**config.mk**
```make
export PLATFORM = sky130hd
export DESIGN_NAME = alu_seq_ctrl_flat
export DESIGN_NICKNAME = d
export VERILOG_FILES = /design/src/rtl/alu_seq_ctrl_if.sv /design/src/rtl/alu_seq_ctrl.sv /design/src/flat_wrapper.sv
export SDC_FILE = /design/constraint.sdc
export NUM_CORES = 1
export LEC_CHECK = 0
export ABC_AREA = 1
export CORE_MARGIN = 2
export CORE_UTILIZATION = 52
export CTS_BUF_LIST = sky130_fd_sc_hd__clkbuf_8
export DETAILED_ROUTE_END_ITERATION = 10
export PLACE_DENSITY = 0.94
export SKIP_LAST_GASP = 1
export SLEW_MARGIN = 20
export SYNTH_ARGS = -nofsm -noshare
export SYNTH_HDL_FRONTEND = slang
export SYNTH_SLANG_ARGS = --single-unit
```
**constraint.sdc**
```tcl
create_clock -name clk -period 1.54 [get_ports clk]
set_clock_uncertainty 0.2 [all_clocks]
set_input_delay 0.154 -clock clk [delete_from_list [all_inputs] [get_ports clk]]
set_output_delay 0.154 -clock clk [all_outputs]
set_load 0.005 [all_outputs]
```
**src/rtl/alu_seq_ctrl_if.sv**
```systemverilog
// Instruction handshake, ALU drive/return and debug-read bundle for alu_seq_ctrl.
// The slave modport is the controller's view; master is the source/ALU side.
interface alu_seq_ctrl_if;
    logic [9:0] instr;
    logic       instr_valid;
    logic       instr_ready;
    logic       done;
    logic [3:0] alu_a;
    logic [3:0] alu_b;
    logic [1:0] alu_op;
    logic       alu_l;
    logic [3:0] alu_r;
    logic       alu_zero;
    logic       alu_carry;
    logic       alu_sign;
    logic [2:0] flags;
    logic [1:0] rd_addr;
    logic [3:0] rd_data;

    modport slave (
        input  instr, instr_valid, alu_r, alu_zero, alu_carry, alu_sign, rd_addr,
        output instr_ready, done, alu_a, alu_b, alu_op, alu_l, flags, rd_data
    );

    modport master (
        output instr, instr_valid, alu_r, alu_zero, alu_carry, alu_sign, rd_addr,
        input  instr_ready, done, alu_a, alu_b, alu_op, alu_l, flags, rd_data
    );
endinterface

```
**src/rtl/alu_seq_ctrl.sv**
```systemverilog
// IDLE/EXEC/WB sequencer for an external 4-bit ALU with a 4x4 register bank and flags.
// Optional macro ALU_SEQ_BYPASS_EN lets WB accept the next instruction (2-cycle throughput).
module alu_seq_ctrl #(
    parameter logic [3:0] REG_INIT = 4'b0000
) (
    input  logic         clk,
    input  logic         reset,
    alu_seq_ctrl_if.slave bus
);

    typedef enum logic [1:0] {
        IDLE = 2'd0,
        EXEC = 2'd1,
        WB   = 2'd2
    } state_t;

    state_t     r_state;
    state_t     w_state_next;
    logic [9:0] r_instr;
    logic [3:0] r_regs [4];
    logic [2:0] r_flags;

    logic       w_ready;
    logic       w_done;
    logic       w_accept;
    logic       w_wr_en;
    logic [3:0] w_wr_data;
    logic [3:0] w_wr_sel;
    logic [3:0] w_alu_a;
    logic [3:0] w_alu_b;
    logic [1:0] w_alu_op;
    logic       w_alu_l;

    // Fields of the latched instruction; imm overlaps ra/rb.
    logic       w_ldi;
    logic       w_l;
    logic [1:0] w_op;
    logic [1:0] w_rd;
    logic [1:0] w_ra;
    logic [1:0] w_rb;
    logic [3:0] w_imm;

    assign w_ldi = r_instr[9];
    assign w_l   = r_instr[8];
    assign w_op  = r_instr[7:6];
    assign w_rd  = r_instr[5:4];
    assign w_ra  = r_instr[3:2];
    assign w_rb  = r_instr[1:0];
    assign w_imm = r_instr[3:0];

    always_comb begin
        w_state_next = r_state;
        w_ready      = 1'b0;
        w_done       = 1'b0;
        w_wr_en      = 1'b0;
        w_alu_a      = 4'd0;
        w_alu_b      = 4'd0;
        w_alu_op     = 2'd0;
        w_alu_l      = 1'b0;
        case (r_state)
            IDLE: begin
                w_ready = 1'b1;
                if (bus.instr_valid) begin
                    w_state_next = EXEC;
                end
            end
            EXEC: begin
                w_wr_en = 1'b1;
                if (!w_ldi) begin
                    w_alu_a  = r_regs[w_ra];
                    w_alu_b  = r_regs[w_rb];
                    w_alu_op = w_op;
                    w_alu_l  = w_l;
                end
                w_state_next = WB;
            end
            WB: begin
                w_done = 1'b1;
`ifdef ALU_SEQ_BYPASS_EN
                w_ready      = 1'b1;
                w_state_next = bus.instr_valid ? EXEC : IDLE;
`else
                w_state_next = IDLE;
`endif
            end
            default: begin
                w_state_next = IDLE;
            end
        endcase
    end

    assign w_accept  = w_ready & bus.instr_valid;
    assign w_wr_data = w_ldi ? w_imm : bus.alu_r;

    always_ff @(posedge clk) begin
        if (reset) begin
            r_state <= IDLE;
            r_instr <= 10'd0;
            r_flags <= 3'b000;
        end else begin
            r_state <= w_state_next;
            if (w_accept) begin
                r_instr <= bus.instr;
            end
            if (w_wr_en && !w_ldi) begin
                r_flags <= {bus.alu_zero, bus.alu_carry, bus.alu_sign};
            end
        end
    end

    // One-hot write select per bank entry.
    generate
        for (genvar gi = 0; gi < 4; gi++) begin : g_wr_sel
            assign w_wr_sel[gi] = w_wr_en && (w_rd == 2'(gi));
        end
    endgenerate

    always_ff @(posedge clk) begin
        for (int i = 0; i < 4; i++) begin
            if (reset) begin
                r_regs[i] <= REG_INIT;
            end else if (w_wr_sel[i]) begin
                r_regs[i] <= w_wr_data;
            end
        end
    end

    assign bus.instr_ready = w_ready;
    assign bus.done        = w_done;
    assign bus.alu_a       = w_alu_a;
    assign bus.alu_b       = w_alu_b;
    assign bus.alu_op      = w_alu_op;
    assign bus.alu_l       = w_alu_l;
    assign bus.flags       = r_flags;
    assign bus.rd_data     = r_regs[bus.rd_addr];

endmodule
```
**src/flat_wrapper.sv**
```systemverilog
// flat-port wrapper written by rule: the top's interface ports become plain ports
module alu_seq_ctrl_flat 
#(
    parameter logic [3:0] REG_INIT = 4'b0000
)
  (clk, reset, bus_instr, bus_instr_valid, bus_alu_r, bus_alu_zero, bus_alu_carry, bus_alu_sign, bus_rd_addr, bus_instr_ready, bus_done, bus_alu_a, bus_alu_b, bus_alu_op, bus_alu_l, bus_flags, bus_rd_data);
  alu_seq_ctrl_if bus_i ();
  input  logic clk;
  input  logic reset;
  input wire logic [$bits(bus_i.instr)-1:0] bus_instr;
  input wire logic [$bits(bus_i.instr_valid)-1:0] bus_instr_valid;
  input wire logic [$bits(bus_i.alu_r)-1:0] bus_alu_r;
  input wire logic [$bits(bus_i.alu_zero)-1:0] bus_alu_zero;
  input wire logic [$bits(bus_i.alu_carry)-1:0] bus_alu_carry;
  input wire logic [$bits(bus_i.alu_sign)-1:0] bus_alu_sign;
  input wire logic [$bits(bus_i.rd_addr)-1:0] bus_rd_addr;
  output wire logic [$bits(bus_i.instr_ready)-1:0] bus_instr_ready;
  output wire logic [$bits(bus_i.done)-1:0] bus_done;
  output wire logic [$bits(bus_i.alu_a)-1:0] bus_alu_a;
  output wire logic [$bits(bus_i.alu_b)-1:0] bus_alu_b;
  output wire logic [$bits(bus_i.alu_op)-1:0] bus_alu_op;
  output wire logic [$bits(bus_i.alu_l)-1:0] bus_alu_l;
  output wire logic [$bits(bus_i.flags)-1:0] bus_flags;
  output wire logic [$bits(bus_i.rd_data)-1:0] bus_rd_data;
  assign bus_i.instr = bus_instr;
  assign bus_i.instr_valid = bus_instr_valid;
  assign bus_i.alu_r = bus_alu_r;
  assign bus_i.alu_zero = bus_alu_zero;
  assign bus_i.alu_carry = bus_alu_carry;
  assign bus_i.alu_sign = bus_alu_sign;
  assign bus_i.rd_addr = bus_rd_addr;
  assign bus_instr_ready = bus_i.instr_ready;
  assign bus_done = bus_i.done;
  assign bus_alu_a = bus_i.alu_a;
  assign bus_alu_b = bus_i.alu_b;
  assign bus_alu_op = bus_i.alu_op;
  assign bus_alu_l = bus_i.alu_l;
  assign bus_flags = bus_i.flags;
  assign bus_rd_data = bus_i.rd_data;
  alu_seq_ctrl #(.REG_INIT(REG_INIT)) u_core (.clk(clk), .reset(reset), .bus(bus_i));
endmodule
```
# Word-level counts from Yosys, hierarchy flattened
# Memory sizes are Yosys's and may differ from the RTL's. A register that Yosys moved wholly into a read port is not among the register bits.
# Cells that the tools add are included.
# totals
rom_bits,0
input_bits,22
regBits,15
out_inout_bits,20
ram_bits,16
wordCells,59
mem_count,1
latchBits,0
# memory_table
memory,depth,word_bits,read_ports,rd_ports_with_merged_regs,write_ports,line_no,text
u_core.r_regs,4,4,3,2,4,alu_seq_ctrl.sv:20,logic [3:0] r_regs [4];
# op_classes
div,0
muxes,36
add_sub_neg,0
order_cmp,0
n_eq_ne,6
n_bitwise,5
n_reduce_logical,8
n_shift,0
n_mul,0
# op_table
cell,count
2-to-1 mux 4 bit,9
2-to-1 mux 1 bit,19
2-to-1 mux 2 bit,7
equality test 2 bit (second input constant),3
logical AND 1 bit,5
equality test 2 x 1 -> 1 bit (second input constant),2
logical NOT 2 bit,2
bitwise OR 1 bit,4
one-hot mux 2 bit (2 select lines),1
inequality test 2 bit (second input constant),1
bitwise AND 1 bit,1
logical NOT 1 bit,1

# Longest topological paths before layout
# logic_depth
depth_word,7
ltp_mapped,6
mapped_depth_nobuf,6

# Worst setup path before layout
# No wires, ideal clock.
# synth_timing
path_kind,register -> register
from,register u_core.r_instr[9]
to,"memory u_core.r_regs[0][0], data pin"
period_less_slack_ns,1.319
arrival_time_ns,0.852
path_buffers,0
stages_incl_launch_ff,4
required_ns,1.072
setup_slack_ns,0.221
setup_time_ns,0.268
path_cell_list,dfxtp_1 inv_1 o21ai_0 nor2_1
# synth_rtl
element,line_no,text
"start, declared",alu_seq_ctrl.sv:19,logic [9:0] r_instr;
"start signal, assigned",alu_seq_ctrl.sv:103,r_instr <= bus.instr;
"end, declared",alu_seq_ctrl.sv:20,

# Worst setup path in the final report
# layout_timing
from,register u_core.r_state[1]
to,output port bus_alu_op[1]
# layout_between
elab_chain_len,2
# layout_lines
element,line_no,text
"start, declared",alu_seq_ctrl.sv:17,state_t r_state;
"start signal, assigned",alu_seq_ctrl.sv:101,r_state <= w_state_next;
equality test 2 x 1 -> 1 bit,alu_seq_ctrl.sv:60,case (r_state)
2-to-1 mux 2 bit,alu_seq_ctrl.sv:60,
"end, declared",flat_wrapper.sv:21,output wire logic [$bits(bus_i.alu_op)-1:0] bus_alu_op;
# No other way between the ends.

==> out/results.txt <==
Ant. Diodes -> 0
Dominant cells by area after synthesis -> edfxtp_1 26%, dfxtp_1 21%, nand2_1 11%
TritonRoute pass-1 iters -> 4
Met3 track demand over resource -> 0.0571
CTS tree -> done
Grt ovf -> 0
Crit Path Max Fanout -> 4
DR vias/cell -> 5.27
Commonest non-fill, non-tap cell in the layout -> nand2_1
Detail Placement HPWL -> 3200 um
Max-slew headroom -> 0.548
Die Wd -> 63.3 um
Worst hold-check path type -> in2reg
FF+latch area -> 868 um^2
Commonest non-fill, non-tap cells in the layout -> 46 x nand2_1, 44 x nor2_1, 22 x clkdlybuf4s50_1
Seq/Total Area, Yosys -> 0.472
Slew @ Worst Pin -> 670 ps
Final setup violation count -> 34
Syn nets -> 264
Drt total wl -> 5000 um
Max-slew violations -> 0
Clock tree buffer depth -> 2
Area growth from synthesis to layout -> 43.5%
Met1 Usage GRT -> 0.276
CTS root buf -> clkbuf_8
Hold Fails Final Rpt -> 0
Grt peak-use layer -> met2
Fin nets -> 330
Routability Congestion -> 0.958
Initial DRC Count -> 222
Post-synth top area share -> 0.263
Final period util -> 1.08
I/O pin total -> 42
Number of synthesized register bits -> 35
Minimum clock period -> 1660 ps
Worst setup SP type -> flop
Fmax -> 0.604 GHz
Violated checks -> negative setup slack
Max-Cap Viols -> 0
Routed vias -> 1,870
Worst Setup Path Type -> reg2out
Power density of the placed cells -> 870 nW/um^2
RSZ-0062 raised after global routing -> true
Netlist cell types -> 22
Reg clk slew, reported paths -> 70 ps
Status -> finished with violations
Clk sinks -> 35
Share of layout cells above drive strength 1 -> 0.330
Syn Area/Cell -> 7.54 um^2
Rows -> 21
Avg WL per Cell -> 14.1 um
WP data required -> 1190 ps
Initial antenna violation count -> 0
Antenna Violating Nets Remaining -> 0
Worst EP arrival -> 1300 ps
WHS -> 251 ps
Hold Buf Count CTS -> 0
Core Box Area -> 3360 um^2
Synth Instances -> 242
Die area -> 4000 um^2
Largest net degree at the start of global routing -> 14
First-pass GRT wire length -> 7590 um
Synthesized area -> 1830 um^2
Die height -> 63.3 um
Final worst slack -> -116 ps
Total track usage -> 0.245
Yosys warning count -> 0
Dpl ws -> -372 ps
Largest area contributor in the netlist -> edfxtp_1
H-tree levels -> 2
Critical Path Sink Type -> output pin
Maximum vdd drop -> 0.000817 V
Leak Pwr -> 1.16 nW
Area of the multi-input gates -> 917 um^2
FILL cells -> 261
M2 GR Usage -> 0.436
Worst skew pair latency -> 290 ps
Initial Utilization -> 0.543
Vias in the first global route -> 1,748
Post-route DRC -> 0
Num CTS Buffers -> 5
Port bufs -> 41
[synth_stat cells]
cell type,number
nor2_8,1
buf_12,1
nand2_2,1
nand2_4,1
o211ai_1,4
nand2_1,53
inv_1,29
or2_2,4
buf_2,6
a21oi_2,8
nand4_1,4
edfxtp_1,16
nor2_1,48
buf_6,1
a21oi_1,4
o21ai_1,1
inv_2,2
nor2_2,1
clkbuf_1,1
o21ai_0,17
nand3_1,20
dfxtp_1,19
[worst max-delay path, stage by stage (launching register included)]
cell and delay [ps]:
dfxtp_4 370, nor2_8 190, buf_6 130, buf_6 100, inv_6 40, nor2_2 70
buf_2 110
[cells by family (layout without fill, tap and decap cells)]
group / Yosys count / count (layout) / share of synthesized area
AND/OR/NAND/NOR: 133 / 134 / 0.314
buffers and inverters: 40 / 106 / 0.0994
flip-flops: 35 / 35 / 0.472
AO/OA/AOI/OAI: 34 / 34 / 0.115
[power breakdown]
| part | internal [mW] | switching, mW | leakage, nW |
|---|---|---|---|
| Combinational | 0.229 | 0.286 | 0.785 |
| Sequential | 1.03 | 0.0482 | 0.325 |
| Clock | 0.354 | 0.329 | 0.0524 |
[timing repair]
| item | in CTS | in global routing |
|---|---|---|
| setup buffers | 16 | 3 |
| pin swaps | 4 | 9 |
| hold endpoints to repair | 0 | 0 |
| gates cloned | 1 | 0 |
| gates resized for setup | 82 | 47 |
| endpoints found under the setup margin | 20 | 65 |
[layer usage]
metal,share of wire,routed length [um]
met5,0,0
met4,0.028,140
met3,0.054,271
met2,0.53,2630
met1,0.39,1960
[stage by stage]
stage | instance area (um^2) | TNS (ps) | utilization | power [mW] | std cells
after global routing | 2620 | -4080 | 0.779 | 2.36 | 355
after global placement | 2300 | -2950 | 0.685 | 1.50 | 330
final | 2620 | -2080 | 0.779 | 2.28 | 355
after floorplan | 1830 | 0 | - | 1.34 | 242
after CTS | 2510 | -2310 | 0.746 | 2.21 | 354
after detailed placement | 2300 | -4010 | 0.685 | 1.52 | 330
[path summary, 6_finish.rpt]
check / end / cells past startpoint / startpoint / slack (ps)
max: bus_alu_op[1] / 6 / u_core.r_state[1] / -120
min: u_core.bus.flags[2] / 3 / bus_alu_zero / 250
max reg2reg: u_core.r_regs[1][3] / 3 / u_core.r_instr[9] / -110
min reg2reg: u_core.r_instr[7] / 2 / u_core.r_instr[7] / 290
[final cells by class]
cell class / count / share of cell area
clock buffers: 6 / 0.0315
clock inverters: 2 / 0.00334
flip-flops and latches: 35 / 0.331
multi-input cells: 168 / 0.350
inverters: 31 / 0.0482
well taps: 46 / 0.0220
repair buffers: 67 / 0.213
No activity file was read; power rests on OpenSTA's default activity.
